**src/rtl/stopwatch_pkg.sv**
```systemverilog
// Shared encodings and helpers for the stopwatch core.
// Optional lap-hold display is enabled by defining LAP_EN.
package stopwatch_pkg;

   typedef enum logic [1:0] {
      ST_IDLE  = 2'b00,
      ST_RUN   = 2'b01,
      ST_PAUSE = 2'b10,
      ST_DONE  = 2'b11
   } state_t;

   typedef enum logic [1:0] {
      MODE_UP0  = 2'b00,
      MODE_UPLD = 2'b01,
      MODE_DN9  = 2'b10,
      MODE_DNLD = 2'b11
   } mode_t;

   localparam logic [3:0] BCD_NINE = 4'd9;
   localparam logic [3:0] BCD_ZERO = 4'd0;

   // Preset digits above nine are treated as nine so the counter never holds an illegal code.
   function automatic logic [3:0] bcdClamp(input logic [3:0] digit);
      return (digit > BCD_NINE) ? BCD_NINE : digit;
   endfunction

   function automatic logic modeIsUp(input mode_t mode);
      return (mode == MODE_UP0) || (mode == MODE_UPLD);
   endfunction

endpackage

```
**src/rtl/hexto7segment.sv**
```systemverilog
// Hex nibble to 7-segment decoder, active-low segments ordered {g,f,e,d,c,b,a}.
module hexto7segment (
   input  logic [3:0] i_hex,
   output logic [6:0] o_seg
);

   always_comb begin
      o_seg = 7'h7F;
      case (i_hex)
         4'h0: o_seg = 7'h40;
         4'h1: o_seg = 7'h79;
         4'h2: o_seg = 7'h24;
         4'h3: o_seg = 7'h30;
         4'h4: o_seg = 7'h19;
         4'h5: o_seg = 7'h12;
         4'h6: o_seg = 7'h02;
         4'h7: o_seg = 7'h78;
         4'h8: o_seg = 7'h00;
         4'h9: o_seg = 7'h10;
         4'hA: o_seg = 7'h08;
         4'hB: o_seg = 7'h03;
         4'hC: o_seg = 7'h46;
         4'hD: o_seg = 7'h21;
         4'hE: o_seg = 7'h06;
         4'hF: o_seg = 7'h0E;
         default: o_seg = 7'h7F;
      endcase
   end

endmodule

```
**src/rtl/stopwatch_bcd_ctrl_digit.sv**
```systemverilog
// One BCD counter cell; digits chain through i_cin/o_cout so a step ripples
// only while every lower digit sits at its terminal value for the direction.
module bcd_digit
   import stopwatch_pkg::*;
(
   input  logic       c_clk,
   input  logic       rst_n,
   input  logic       i_en,
   input  logic       i_up,
   input  logic       i_load,
   input  logic [3:0] i_loadVal,
   input  logic       i_cin,
   output logic [3:0] o_q,
   output logic       o_cout,
   output logic       o_term
);

   logic [3:0] r_q;

   always_ff @(posedge c_clk or negedge rst_n) begin
      if (!rst_n) begin
         r_q <= BCD_ZERO;
      end else if (i_load) begin
         r_q <= i_loadVal;
      end else if (i_en && i_cin) begin
         if (i_up) begin
            r_q <= (r_q == BCD_NINE) ? BCD_ZERO : r_q + 4'd1;
         end else begin
            r_q <= (r_q == BCD_ZERO) ? BCD_NINE : r_q - 4'd1;
         end
      end
   end

   assign o_term = i_up ? (r_q == BCD_NINE) : (r_q == BCD_ZERO);
   assign o_cout = i_cin & o_term;
   assign o_q    = r_q;

endmodule

```
**src/rtl/stopwatch_bcd_ctrl.sv**
```systemverilog
// Stopwatch core: run/pause/done control, BCD up/down counter with preset and digit-scan mux.
// Define LAP_EN to add a lap-hold register that freezes the displayed value.
module stopwatch_bcd_ctrl
   import stopwatch_pkg::*;
#(
   parameter int DIGITS      = 4,
   parameter int LOAD_DIGITS = 2,
   parameter int DP_POS      = 2
) (
   input  logic                     c_clk,
   input  logic                     rst_n,
   input  logic                     count_tick,
   input  logic                     scan_tick,
   input  logic                     start_p,
   input  logic                     clear_p,
   input  logic                     lap_p,
   input  logic [1:0]               sel,
   input  logic [4*LOAD_DIGITS-1:0] load,
   output logic [4*DIGITS-1:0]      count,
   output logic [1:0]               state,
   output logic                     done,
   output logic [DIGITS-1:0]        an,
   output logic [6:0]               sseg,
   output logic                     dp
);

   localparam int IDX_W = (DIGITS > 1) ? $clog2(DIGITS) : 1;

   state_t                r_state;
   mode_t                 r_mode;
   logic                  r_done;
   logic [IDX_W-1:0]      r_idx;

   mode_t                 w_selMode;
   logic                  w_up;
   logic                  w_load;
   logic                  w_step;
   logic                  w_toDone;
   logic                  w_terminal;
   logic [DIGITS:0]       w_carry;
   logic [DIGITS-1:0]     w_term;
   logic [4*DIGITS-1:0]   w_count;
   logic [4*DIGITS-1:0]   w_display;
   logic [3:0]            w_scanDigit;
   logic [DIGITS-1:0]     w_anOne;
   logic                  w_unusedCarry;

   assign w_selMode  = mode_t'(sel);
   assign w_up       = modeIsUp(r_mode);
   assign w_terminal = &w_term;
   assign w_carry[0] = 1'b1;
   assign w_unusedCarry = w_carry[DIGITS];

   // Clear reloads in the same edge so the preset is visible together with IDLE.
   assign w_load   = (r_state == ST_IDLE) || clear_p;
   assign w_step   = (r_state == ST_RUN) && count_tick && !start_p && !clear_p && !w_terminal;
   assign w_toDone = (r_state == ST_RUN) && count_tick && !start_p && !clear_p && w_terminal;

   for (genvar i = 0; i < DIGITS; i++) begin : g_digit
      logic [3:0] w_presetDigit;

      if (i >= DIGITS - LOAD_DIGITS) begin : g_loaded
         assign w_presetDigit = (w_selMode == MODE_UP0) ? BCD_ZERO :
                                (w_selMode == MODE_DN9) ? BCD_NINE :
                                bcdClamp(load[4*(i-(DIGITS-LOAD_DIGITS)) +: 4]);
      end else begin : g_fixed
         assign w_presetDigit = (w_selMode == MODE_DN9) ? BCD_NINE : BCD_ZERO;
      end

      bcd_digit u_digit (
         .c_clk     (c_clk),
         .rst_n     (rst_n),
         .i_en      (w_step),
         .i_up      (w_up),
         .i_load    (w_load),
         .i_loadVal (w_presetDigit),
         .i_cin     (w_carry[i]),
         .o_q       (w_count[4*i +: 4]),
         .o_cout    (w_carry[i+1]),
         .o_term    (w_term[i])
      );
   end

   // Control FSM; the terminal value is shown for a whole tick before DONE is entered.
   always_ff @(posedge c_clk or negedge rst_n) begin
      if (!rst_n) begin
         r_state <= ST_IDLE;
         r_mode  <= MODE_UP0;
         r_done  <= 1'b0;
      end else if (clear_p) begin
         r_state <= ST_IDLE;
         r_done  <= 1'b0;
      end else begin
         case (r_state)
            ST_IDLE: begin
               if (start_p) begin
                  r_mode  <= w_selMode;
                  r_state <= ST_RUN;
               end
            end
            ST_RUN: begin
               if (start_p) begin
                  r_state <= ST_PAUSE;
               end else if (w_toDone) begin
                  r_state <= ST_DONE;
                  r_done  <= 1'b1;
               end
            end
            ST_PAUSE: begin
               if (start_p) begin
                  r_state <= ST_RUN;
               end
            end
            ST_DONE: begin
               r_done <= 1'b1;
            end
            default: begin
               r_state <= ST_IDLE;
               r_done  <= 1'b0;
            end
         endcase
      end
   end

   always_ff @(posedge c_clk or negedge rst_n) begin
      if (!rst_n) begin
         r_idx <= '0;
      end else if (scan_tick) begin
         if (r_idx == IDX_W'(DIGITS-1)) begin
            r_idx <= '0;
         end else begin
            r_idx <= r_idx + 1'b1;
         end
      end
   end

`ifdef LAP_EN
   logic                r_lapHold;
   logic [4*DIGITS-1:0] r_lapQ;

   // Lap hold only freezes the display; the counter keeps running underneath.
   always_ff @(posedge c_clk or negedge rst_n) begin
      if (!rst_n) begin
         r_lapHold <= 1'b0;
         r_lapQ    <= '0;
      end else if (clear_p || w_toDone) begin
         r_lapHold <= 1'b0;
      end else if (lap_p && ((r_state == ST_RUN) || (r_state == ST_PAUSE))) begin
         r_lapHold <= !r_lapHold;
         if (!r_lapHold) begin
            r_lapQ <= w_count;
         end
      end
   end

   assign w_display = r_lapHold ? r_lapQ : w_count;
`else
   logic w_unusedLap;

   assign w_unusedLap = lap_p;
   assign w_display   = w_count;
`endif

   assign w_anOne     = {{(DIGITS-1){1'b0}}, 1'b1};
   assign an          = w_anOne << r_idx;
   assign dp          = (r_idx == IDX_W'(DP_POS)) ? 1'b0 : 1'b1;
   assign w_scanDigit = w_display[4*r_idx +: 4];

   hexto7segment u_seg (
      .i_hex (w_scanDigit),
      .o_seg (sseg)
   );

   assign count = w_count;
   assign state = r_state;
   assign done  = r_done;

endmodule

```
**config.mk**
```make
export PLATFORM = sky130hd
export DESIGN_NAME = stopwatch_bcd_ctrl
export DESIGN_NICKNAME = d
export VERILOG_FILES = /design/src/rtl/stopwatch_pkg.sv /design/src/rtl/hexto7segment.sv /design/src/rtl/stopwatch_bcd_ctrl_digit.sv /design/src/rtl/stopwatch_bcd_ctrl.sv
export SDC_FILE = /design/constraint.sdc
export NUM_CORES = 1
export LEC_CHECK = 0
export ABC_AREA = 1
export ABC_CLOCK_PERIOD_IN_PS = 2500
export BUFFER_PORTS_ARGS = -buffer_cell sky130_fd_sc_hd__buf_4
export CAP_MARGIN = 30
export CORE_MARGIN = 2
export CORE_UTILIZATION = 55
export CTS_CLUSTER_DIAMETER = 100
export DETAILED_ROUTE_END_ITERATION = 8
export PLACE_DENSITY = 0.81
export SLEW_MARGIN = 20
export SYNTH_ARGS = -nofsm -noshare
export SYNTH_HDL_FRONTEND = slang
export SYNTH_SLANG_ARGS = --single-unit
```
**constraint.sdc**
```tcl
create_clock -name c_clk -period 2.5 [get_ports c_clk]
set_input_delay 0.5 -clock c_clk [delete_from_list [all_inputs] [get_ports c_clk]]
set_output_delay 0.5 -clock c_clk [all_outputs]
set_load 0.01 [all_outputs]
```
==> results of run 1 <==
report_power, final:
part	total, mW	switching [mW]	internal [mW]
Sequential	0.518	0.104	0.415
Combinational	1.51	0.851	0.655
Clock	0.260	0.119	0.141
Total	2.28	1.07	1.21
metrics by stage:
step,std cells,TNS (ns)
2_1_floorplan,350,0
3_3_place_gp,439,0
3_5_place_dp,439,0
4_1_cts,444,0
5_1_grt,453,-0.138
6_report,453,0
registers in the layout, summed over array words and instances (netlist names):
register             cells
done                     1
g_digit.u_digit.o_q     16
state                    2
r_idx                    2
r_mode                   1
cell type report:
class | instances | area, sq um
clock buffer | 4 | 55.1
inverter | 45 | 174
fill | 324 | 981
multi-input combinational | 274 | 1460
sequential | 22 | 556
timing repair buffer | 60 | 454
tap | 48 | 60.1
path summary, 6_finish.rpt:
kind | from | to | slack [ns]
max in group asynchronous | rst_n | r_idx[1] | 2.13
hold / removal | rst_n | done | 0.12
setup reg to reg | g_digit[3].u_digit.o_q[0] | g_digit[2].u_digit.o_q[0] | 0.69
min in group c_clk | scan_tick | r_idx[1] | 0.44
setup / recovery | r_idx[1] | sseg[6] | 0.06
hold reg to reg | done | done | 0.51
logic make-up (layout without fill, tap and decap cells):
| logic type | count (synthesis) | after routing | synth area share |
|---|---|---|---|
| xor+xnor | 3 | 3 | 0.0120 |
| simple gates | 179 | 179 | 0.368 |
| compound gates | 81 | 81 | 0.209 |
| fa+ha+maj | 11 | 11 | 0.0630 |
| buf+inv | 54 | 109 | 0.0957 |
| flops | 22 | 22 | 0.252 |
critical path, stage by stage (launching register included):
cell and delay, ns:
dfrtp_2 0.45, buf_4 0.16, a21oi_2 0.15, o21ai_2 0.08
nand2_2 0.14, inv_2 0.08, ha_2 0.18, nand2_1 0.10
o21ai_0 0.11, nand2_1 0.07, nand2_1 0.04, buf_4 0.13
routing by layer:
| metal | wire length [um] | global-route usage |
|---|---|---|
| met1 | 2430 | 0.343 |
| met2 | 2660 | 0.432 |
| met3 | 322 | 0.0203 |
| met4 | 55 | 0.0459 |
| met5 | 0 | 0 |
cell usage in the layout, fill, tap and decap left out, drive strengths merged:
master,instances
xor2,3
a21oi,24
and3,1
nand3,31
o31ai,1
nand4,6
ha,11
clkinv,1
inv,44
o211a,1
nor2,31
a211oi,1
buf,60
and2,1
clkbuf,4
a31oi,2
o21ai,49
a32oi,1
nand2,109
dfrtp,22
o2111ai,2
repair_timing:
item / 4_1_cts / 5_1_grt
pin swaps: 1 / 2
setup buffers: 1 / 9
endpoints found under the setup margin: 6 / 7
resized for setup: 2 / 21
cloned: 0 / 0
==> summary.md, run 1 <==
| Metric | Value |
|---|---|
| Drt initial violations | 188 |
| Max-slew violation count | 0 |
| Pin count of the biggest net entering global routing | 23 |
| Top cells by area, synth | dfrtp_1, nand2_1, o21ai_0 |
| Clock sink count | 22 |
| Startpoint Class | flip-flop |
| Post-Syn Area | 2180 sq um |
| Die Y | 67.0 um |
| # hold bufs at CTS | 0 |
| Worst-margin pin slew | 0.487 ns |
| Critical Path RT | 2.00 ns |
| FF-to-FF path depth | 11 |
| Critical path type | flip-flop to output pin |
| Final core occ | 0.738 |
| Hpwl dp | 4030 um |
| Cells after Synth | 350 |
| Congestion Overflow GR | 0 |
| P&R area growth vs syn | 26.5% |
| Overall routing resource usage | 0.251 |
| Worst-case clock skew | 0.00616 ns |
| CTS Buf Count | 3 |
| H-tree levels | 1 |
| Number of synthesized flops with an enable pin | 0 |
| Worst Hold Slack | 0.115 ns |
| Die area | 4490 sq um |
| Yosys top cell by area | dfrtp_1 |
| Synth unique cells | 30 |
| Register bit total from synthesis | 22 |
| Mapped Nets | 378 |
| CTS max path bufs | 2 |
| Area after DPL | 2580 sq um |
| Post-DRT Antenna Nets | 0 |
| WL final | 5460 um |
| Detailed-router iteration count before antenna repair | 4 |
| Critical Path Sink Type | output pin |
| Post-synth top area share | 0.252 |
| Core ar. | 3740 sq um |
| Port bufs | 46 |
| Final setup violation count | 0 |
| Most common cell in the netlist | nand2_1 |
| Critical path peak fanout | 5 |
| Total inserted antenna cells | 0 |
| Initial antenna violation count | 0 |
| I/O pin total | 48 |
| CP arrival | 1.94 ns |
| Initial Util | 0.583 |
| Ys flop type | dfrtp_1 |
| Fin. Hold Viols | 0 |
| Final Total Pwr | 2.28 mW |
| Vias | 2439 |
| Synth async-reset ratio | 1.00 |
| Post-route design area | 2760 sq um |
| CTS tree | built |
| Maxcap violations | 0 |
| First-pass GRT wire length | 8910 um |
| Post-layout min period | 2.44 ns |
| VDD IR max | 0.000469 V |
| Sequential area share after synthesis | 0.252 |
| Root Driver | clkbuf_8 |
| Vias in the first global route | 2044 |
| Number of synthesis warnings | 0 |
| Final GP Congestion | 0.836 |
| WL/cell | 12.1 um |
| Pleak | 1.47 nW |
| Die W | 67.0 um |
| Crit share post-route | 0.977 |
| Fin worst setup slack | 0.0586 ns |
| Clk_lat worst skew | 0.27 ns |
| Syn_area_per_cell | 6.24 sq um |
| Clock-pin transition on the worst setup and hold timing paths | 0.08 ns |
| Rel. slew slack | 0.675 |
| Min-Delay Path Class | input pin to async pin |
| Final nets | 434 |
| Fmax | 410 MHz |
| # DRC | 0 |
| Status | complete, no violations |
| Place WS | 0.215 ns |
| Layout cell share with drive strength beyond 1 | 0.262 |
| Standard-cell rows | 22 |
| Via density | 5.38 |
| Post-synth top cells | nand2_1, o21ai_0, inv_1, nand3_1, nor2_1 |
| Pwr/cell area | 827 nW/um^2 |
Note: power is estimated with default switching activity, not from simulation.
==> run 2: changes to the inputs <==
--- a/config.mk
+++ b/config.mk
@@ -10,10 +10,11 @@
 export BUFFER_PORTS_ARGS = -buffer_cell sky130_fd_sc_hd__buf_4
 export CAP_MARGIN = 30
 export CORE_MARGIN = 2
-export CORE_UTILIZATION = 55
+export CORE_UTILIZATION = 45
 export CTS_CLUSTER_DIAMETER = 100
 export DETAILED_ROUTE_END_ITERATION = 8
-export PLACE_DENSITY = 0.81
+export HOLD_SLACK_MARGIN = 0.05
+export PLACE_DENSITY = 0.68
 export SLEW_MARGIN = 20
 export SYNTH_ARGS = -nofsm -noshare
 export SYNTH_HDL_FRONTEND = slang
==> summary.md, run 2 (synthesized netlist as in run 1, its figures left out) <==
| Metric | Value |
|---|---|
| Status | complete, no violations (unchanged) |
| Via density | 5.12 (was 5.38) |
| Port bufs | 46 (unchanged) |
| Initial antenna violation count | 0 (unchanged) |
| Most frequent cells in the layout | nand2_1, buf_4, inv_1, o21ai_0, nand3_1 (was nand2_1, buf_4, o21ai_0) |
| Core ar. | 4690 sq um (was 3740 sq um) |
| VDD IR max | 0.000499 V (was 0.000469 V) |
| Startpoint Class | flip-flop (unchanged) |
| WL final | 5640 um (was 5460 um) |
| Layout cell share with drive strength beyond 1 | 0.267 (was 0.262) |
| Worst-margin pin slew | 0.523 ns (was 0.487 ns) |
| Final GP Congestion | 0.851 (was 0.836) |
| Post-DRT Antenna Nets | 0 (unchanged) |
| CP arrival | 1.95 ns (was 1.94 ns) |
| CP Cell Sequence | buf_6 > a21oi_1 > o21ai_1 > nand2_2 > inv_2 > ha_2 > nand2_2 > o21ai_0 > nand2_1 > nand2_1 > buf_4 (was buf_4 > a21oi_2 > o21ai_2 > nand2_2 > inv_2 > ha_2 > nand2_1 > o21ai_0 > nand2_1 > nand2_1 > buf_4) |
| # DRC | 0 (unchanged) |
| Post-layout min period | 2.45 ns (was 2.44 ns) |
| Fillers | 477 (was 324) |
| Critical Path Sink Type | output pin (unchanged) |
| Die W | 73.7 um (was 67.0 um) |
| Sequential Power Share | 0.218 (was 0.227) |
| Slowest stage delay, CP | 0.47 ns (was 0.45 ns) |
| Overall routing resource usage | 0.218 (was 0.251) |
| Switching share of total power | 0.480 (was 0.470) |
| Net Sw Power | 1.09 mW (was 1.07 mW) |
| Pin count of the biggest net entering global routing | 23 (unchanged) |
| Worst Hold Slack | 0.125 ns (was 0.115 ns) |
| Fin. Hold Viols | 0 (unchanged) |
| Hpwl dp | 4200 um (was 4030 um) |
| Most common cell after layout, fill and taps aside | nand2_1 (unchanged) |
| Drt initial violations | 94 (was 188) |
| Min-Delay Path Class | input pin to async pin (unchanged) |
| H-tree levels | 1 (unchanged) |
| Vias | 2347 (was 2439) |
| Top cell family by delay on the critical path | flip-flops (unchanged) |
| Crit path buf inv count | 3 (unchanged) |
| Clock-pin transition on the worst setup and hold timing paths | 0.08 ns (about the same) |
| Critical Path RT | 2.00 ns (about the same) |
| Slowest cell on the critical path | dfrtp_2 (unchanged) |
| Fmax | 408 MHz (was 410 MHz) |
| Pleak | 1.46 nW (was 1.47 nW) |
| Clk_lat worst skew | 0.26 ns (was 0.27 ns) |
| Worst-case clock skew | 0.00268 ns (was 0.00616 ns) |
| Standard-cell rows | 25 (was 22) |
| Share of total power in the clock network | 0.101 (was 0.114) |
| FF-to-FF End | g_digit[2].u_digit.o_q[2] (was g_digit[2].u_digit.o_q[0]) |
| FF-to-FF path depth | 11 (unchanged) |
| Combinational Power Share | 0.681 (was 0.659) |
| Max reg flops | 16 (unchanged) |
| Final setup violation count | 0 (unchanged) |
| CTS Buf Count | 3 (unchanged) |
| Congestion Overflow GR | 0 (unchanged) |
| Root Driver | clkbuf_8 (unchanged) |
| I/O pin total | 48 (unchanged) |
| Crit share post-route | 0.980 (was 0.977) |
| Setup TNS | 0 ns (unchanged) |
| Die area | 5430 sq um (was 4490 sq um) |
| Critical path peak fanout | 7 (was 5) |
| Vias in the first global route | 2065 (was 2044) |
| Pwr/cell area | 824 nW/um^2 (was 827 nW/um^2) |
| Critical path type | flip-flop to output pin (unchanged) |
| R2R Setup Slk | 0.71 ns (was 0.69 ns) |
| WL/cell | 12.3 um (was 12.1 um) |
| Final core occ | 0.589 (was 0.738) |
| CTS tree | built (unchanged) |
| Rel. slew slack | 0.651 (was 0.675) |
| Detailed-router iteration count before antenna repair | 4 (unchanged) |
| First-pass GRT wire length | 9290 um (was 8910 um) |
| Int Power | 1.18 mW (was 1.21 mW) |
| Die Y | 73.7 um (was 67.0 um) |
| FF-to-FF Start | g_digit[3].u_digit.o_q[0] (unchanged) |
| Initial Util | 0.465 (was 0.583) |
| Maxcap violations | 0 (unchanged) |
| Final nets | 434 (unchanged) |
| Clock sink count | 22 (unchanged) |
| CTS max path bufs | 2 (unchanged) |
| Total inserted antenna cells | 0 (unchanged) |
| Max-slew violation count | 0 (unchanged) |
| P&R area growth vs syn | 26.6% (was 26.5%) |
| # hold bufs at CTS | 0 (unchanged) |
[run 2: changes by cell type in the layout (fill, tap and decap cells not counted), sizes merged]
cell	delta
inv	+1
clkbuf	-1
clkinv	-1
[run 2: power groups by stage]
stage | combinational, mW | sequential [mW] | clock [mW]
floorplan | 0.850 | 0.513 | 0
global placement | 1.32 | 0.513 | 0
detailed placement | 1.34 | 0.515 | 0
CTS | 1.37 | 0.510 | 0.232
global route | 1.75 | 0.506 | 0.249
finish | 1.55 | 0.497 | 0.229
[run 2: routing by layer]
| layer | vias to the layer above | share of wire | track usage |
|---|---|---|---|
| met3 | 2 | 0.035 | 0.0206 |
| met2 | 53 | 0.47 | 0.355 |
| met1 | 1037 | 0.49 | 0.307 |
| li1 | 1255 | - | - |
| met5 | - | 0 | 0 |
| met4 | 0 | 0.0048 | 0.0586 |
[run 2: worst max-delay path by stage]
stage	startpoint	endpoint	depth (start not counted)
after floorplan	r_idx[0]	sseg[0]	10
after global placement	r_idx[0]	sseg[0]	10
after detailed placement	r_idx[0]	sseg[0]	10
after CTS	r_idx[0]	sseg[3]	8
after global routing	r_idx[0]	sseg[5]	11
final	r_idx[0]	sseg[5]	11
[run 2: cell type report]
cell class	instances	area, sq um	area share
multi-input combinational	274	1480	0.534
sequential	22	553	0.200
timing repair buffer	60	454	0.164
inverter	45	171	0.0620
tap	54	67.6	0.0244
clock buffer	3	41.3	0.0149
[run 2: what timing repair did]
| item | 4_1_cts | 5_1_grt |
|---|---|---|
| setup buffers | 2 | 4 |
| gates resized for setup | 2 | 26 |
| endpoints found under the hold margin | 0 | 0 |
| endpoints found under the setup margin | 7 | 7 |
| pin swaps | 1 | 3 |
[run 2: metrics by stage]
stage	total power, mW	setup WS, ns	area (sq um)	cells
floorplan	1.36	0.439	2180	350
global placement	1.83	0.236	2620	449
detailed placement	1.85	0.213	2620	449
finish	2.28	0.0507	2760	458
CTS	2.11	0.00404	2680	454
global route	2.51	-0.0645	2760	458
==> run 3: changes to the inputs <==
--- a/config.mk
+++ b/config.mk
@@ -15,7 +15,9 @@
 export DETAILED_ROUTE_END_ITERATION = 8
 export HOLD_SLACK_MARGIN = 0.05
 export PLACE_DENSITY = 0.68
+export REMOVE_ABC_BUFFERS = 1
 export SLEW_MARGIN = 20
 export SYNTH_ARGS = -nofsm -noshare
 export SYNTH_HDL_FRONTEND = slang
+export SYNTH_HIERARCHICAL = 1
 export SYNTH_SLANG_ARGS = --single-unit
==> summary.md, run 3 <==
| Metric | Value |
|---|---|
| Status | complete, no violations (unchanged) |
| Setup TNS | 0 ns (unchanged) |
| WL final | 5950 um (was 5640 um) |
| Clk_lat worst skew | 0.26 ns (about the same) |
| Critical Path RT | 2.00 ns (about the same) |
| Int Power | 1.29 mW (was 1.18 mW) |
| Critical Path Sink Type | output pin (unchanged) |
| Layout cell share with drive strength beyond 1 | 0.262 (was 0.267) |
| Vias in the first global route | 2099 (was 2065) |
| CP arrival | 1.88 ns (was 1.95 ns) |
| Sequential Power Share | 0.218 (about the same) |
| Worst-case clock skew | 0.00389 ns (was 0.00268 ns) |
| Vias | 2508 (was 2347) |
| CTS tree | built (unchanged) |
| Area of the multi-input gates | 1530 sq um (was 1480 sq um) |
| Startpoint Class | flip-flop (unchanged) |
| Core ar. | 4820 sq um (was 4690 sq um) |
| Net Sw Power | 1.23 mW (was 1.09 mW) |
| Pleak | 1.59 nW (was 1.46 nW) |
| P&R area growth vs syn | 25.5% (was 26.6%) |
| I/O pin total | 48 (unchanged) |
| Pwr/cell area | 879 nW/um^2 (was 824 nW/um^2) |
| Combinational Power Share | 0.694 (was 0.681) |
| CTS max path bufs | 2 (unchanged) |
| Clock sink count | 22 (unchanged) |
| WL/cell | 11.5 um (was 12.3 um) |
| Final Total Pwr | 2.52 mW (was 2.28 mW) |
| Number of synthesis warnings | 6 (was 0) |
| Overall routing resource usage | 0.217 (was 0.218) |
| Switching share of total power | 0.488 (was 0.480) |
| First-pass GRT wire length | 9490 um (was 9290 um) |
| CTS Buf Count | 3 (unchanged) |
| VDD IR max | 0.000455 V (was 0.000499 V) |
| Congestion Overflow GR | 0 (unchanged) |
| Crit share post-route | 0.954 (was 0.980) |
| Detailed-router iteration count before antenna repair | 4 (unchanged) |
| Total inserted antenna cells | 0 (unchanged) |
| Cells after Synth | 389 (was 350) |
| Initial Util | 0.475 (was 0.465) |
| Min-Delay Path Class | input pin to async pin (unchanged) |
| # hold bufs at CTS | 0 (unchanged) |
| Die W | 75.3 um (was 73.7 um) |
| Fmax | 419 MHz (was 408 MHz) |
| Root Driver | clkbuf_8 (unchanged) |
| Share of total power in the clock network | 0.088 (was 0.101) |
| Max-slew violation count | 0 (unchanged) |
| Critical path peak fanout | 11 (was 7) |
| Most frequent cells in the layout | nand2_1, buf_4, nand3_1 (was nand2_1, buf_4, inv_1, o21ai_0, nand3_1) |
| Post-DRT Antenna Nets | 0 (unchanged) |
| Critical path type | flip-flop to output pin (unchanged) |
| Post-layout min period | 2.38 ns (was 2.45 ns) |
| Syn_area_per_cell | 5.88 sq um (was 6.24 sq um) |
| H-tree levels | 1 (unchanged) |
| Fin. Hold Viols | 0 (unchanged) |
| Placed Cells | 514 (was 449) |
| FF/Latch Area | 553 sq um (unchanged) |
| Fin cells | 518 (was 458) |
| Maxcap violations | 0 (unchanged) |
| Post-Syn Area | 2290 sq um (was 2180 sq um) |
| Final nets | 481 (was 434) |
| Drt initial violations | 147 (was 94) |
| Max reg flops | 16 (unchanged) |
| Initial antenna violation count | 0 (unchanged) |
| Port bufs | 46 (unchanged) |
| Hpwl dp | 4660 um (was 4200 um) |
| Standard-cell rows | 25 (unchanged) |
| Fillers | 494 (was 477) |
| Most common cell after layout, fill and taps aside | nand2_1 (unchanged) |
| # DRC | 0 (unchanged) |
| Final setup violation count | 0 (unchanged) |
| Final GP Congestion | 0.878 (was 0.851) |
| Clock-pin transition on the worst setup and hold timing paths | 0.08 ns (about the same) |
| RSZ-0062 raised after global routing | true |
| Pin count of the biggest net entering global routing | 23 (unchanged) |
| Via density | 4.84 (was 5.12) |
| Die area | 5670 sq um (was 5430 sq um) |
| Die Y | 75.3 um (was 73.7 um) |
## run 3: path summary, 6_finish.rpt
| path | start | end | slack (ns) | cells past startpoint |
|---|---|---|---|---|
| min | rst_n | g_digit[0].u_digit/o_q[2] | 0.12 | 1 |
| max reg2reg | r_mode[1] | g_digit[3].u_digit/o_q[1] | 0.29 | 12 |
| min reg2reg | r_mode[1] | r_mode[1] | 0.50 | 2 |
| max | r_idx[0] | sseg[3] | 0.12 | 9 |
| max in group asynchronous | rst_n | r_idx[1] | 2.11 | 1 |
| min in group c_clk | clear_p | done | 0.42 | 2 |
## run 3: metrics by stage
stage / hold WS, ns / worst slack (ns) / cell area (sq um) / utilization
3_3_place_gp: 0.415 / 0.279 / 2790 / 0.580
4_1_cts: 0.125 / 0.0183 / 2850 / 0.591
3_5_place_dp: 0.413 / 0.255 / 2790 / 0.580
2_1_floorplan: 0.204 / 0.284 / 2280 / -
5_1_grt: 0.140 / -0.0331 / 2870 / 0.596
6_report: 0.121 / 0.116 / 2870 / 0.596
## run 3: what timing repair did
item / in CTS / in global routing
endpoints found under the setup margin: 2 / 7
pin swaps: 1 / 1
setup buffers: 1 / 0
gates resized for setup: 3 / 11
## run 3: cell type report
class,count,area share
inverters,60,0.0802
multi-input cells,308,0.532
well taps,67,0.0292
repair buffers,58,0.152
clock buffers,3,0.0144
flip-flops and latches,22,0.193
## run 3: worst max-delay path, stage by stage, from the launching register on
cell      delay, ns
dfrtp_2        0.47
clkinv_4       0.11
nor2_1         0.06
o22ai_2        0.22
inv_1          0.13
ha_1           0.32
nand2_1        0.05
nand3_1        0.08
nand2_1        0.05
buf_4          0.13
## run 3: power by group through the flow
stage	Clock [mW]	Sequential, mW	Combinational (mW)
2_1_floorplan	0	0.559	1.01
3_3_place_gp	0	0.548	1.68
3_5_place_dp	0	0.548	1.70
4_1_cts	0.230	0.546	1.72
5_1_grt	0.243	0.566	1.98
6_report	0.222	0.551	1.75
## run 3: routing by layer
| layer | share of wire | vias to the layer above | global-route usage |
|---|---|---|---|
| li1 | - | 1366 | - |
| met1 | 0.48 | 1106 | 0.309 |
| met2 | 0.49 | 34 | 0.356 |
| met3 | 0.025 | 2 | 0.0185 |
| met4 | 0.0067 | 0 | 0.0624 |
| met5 | 0 | - | 0 |
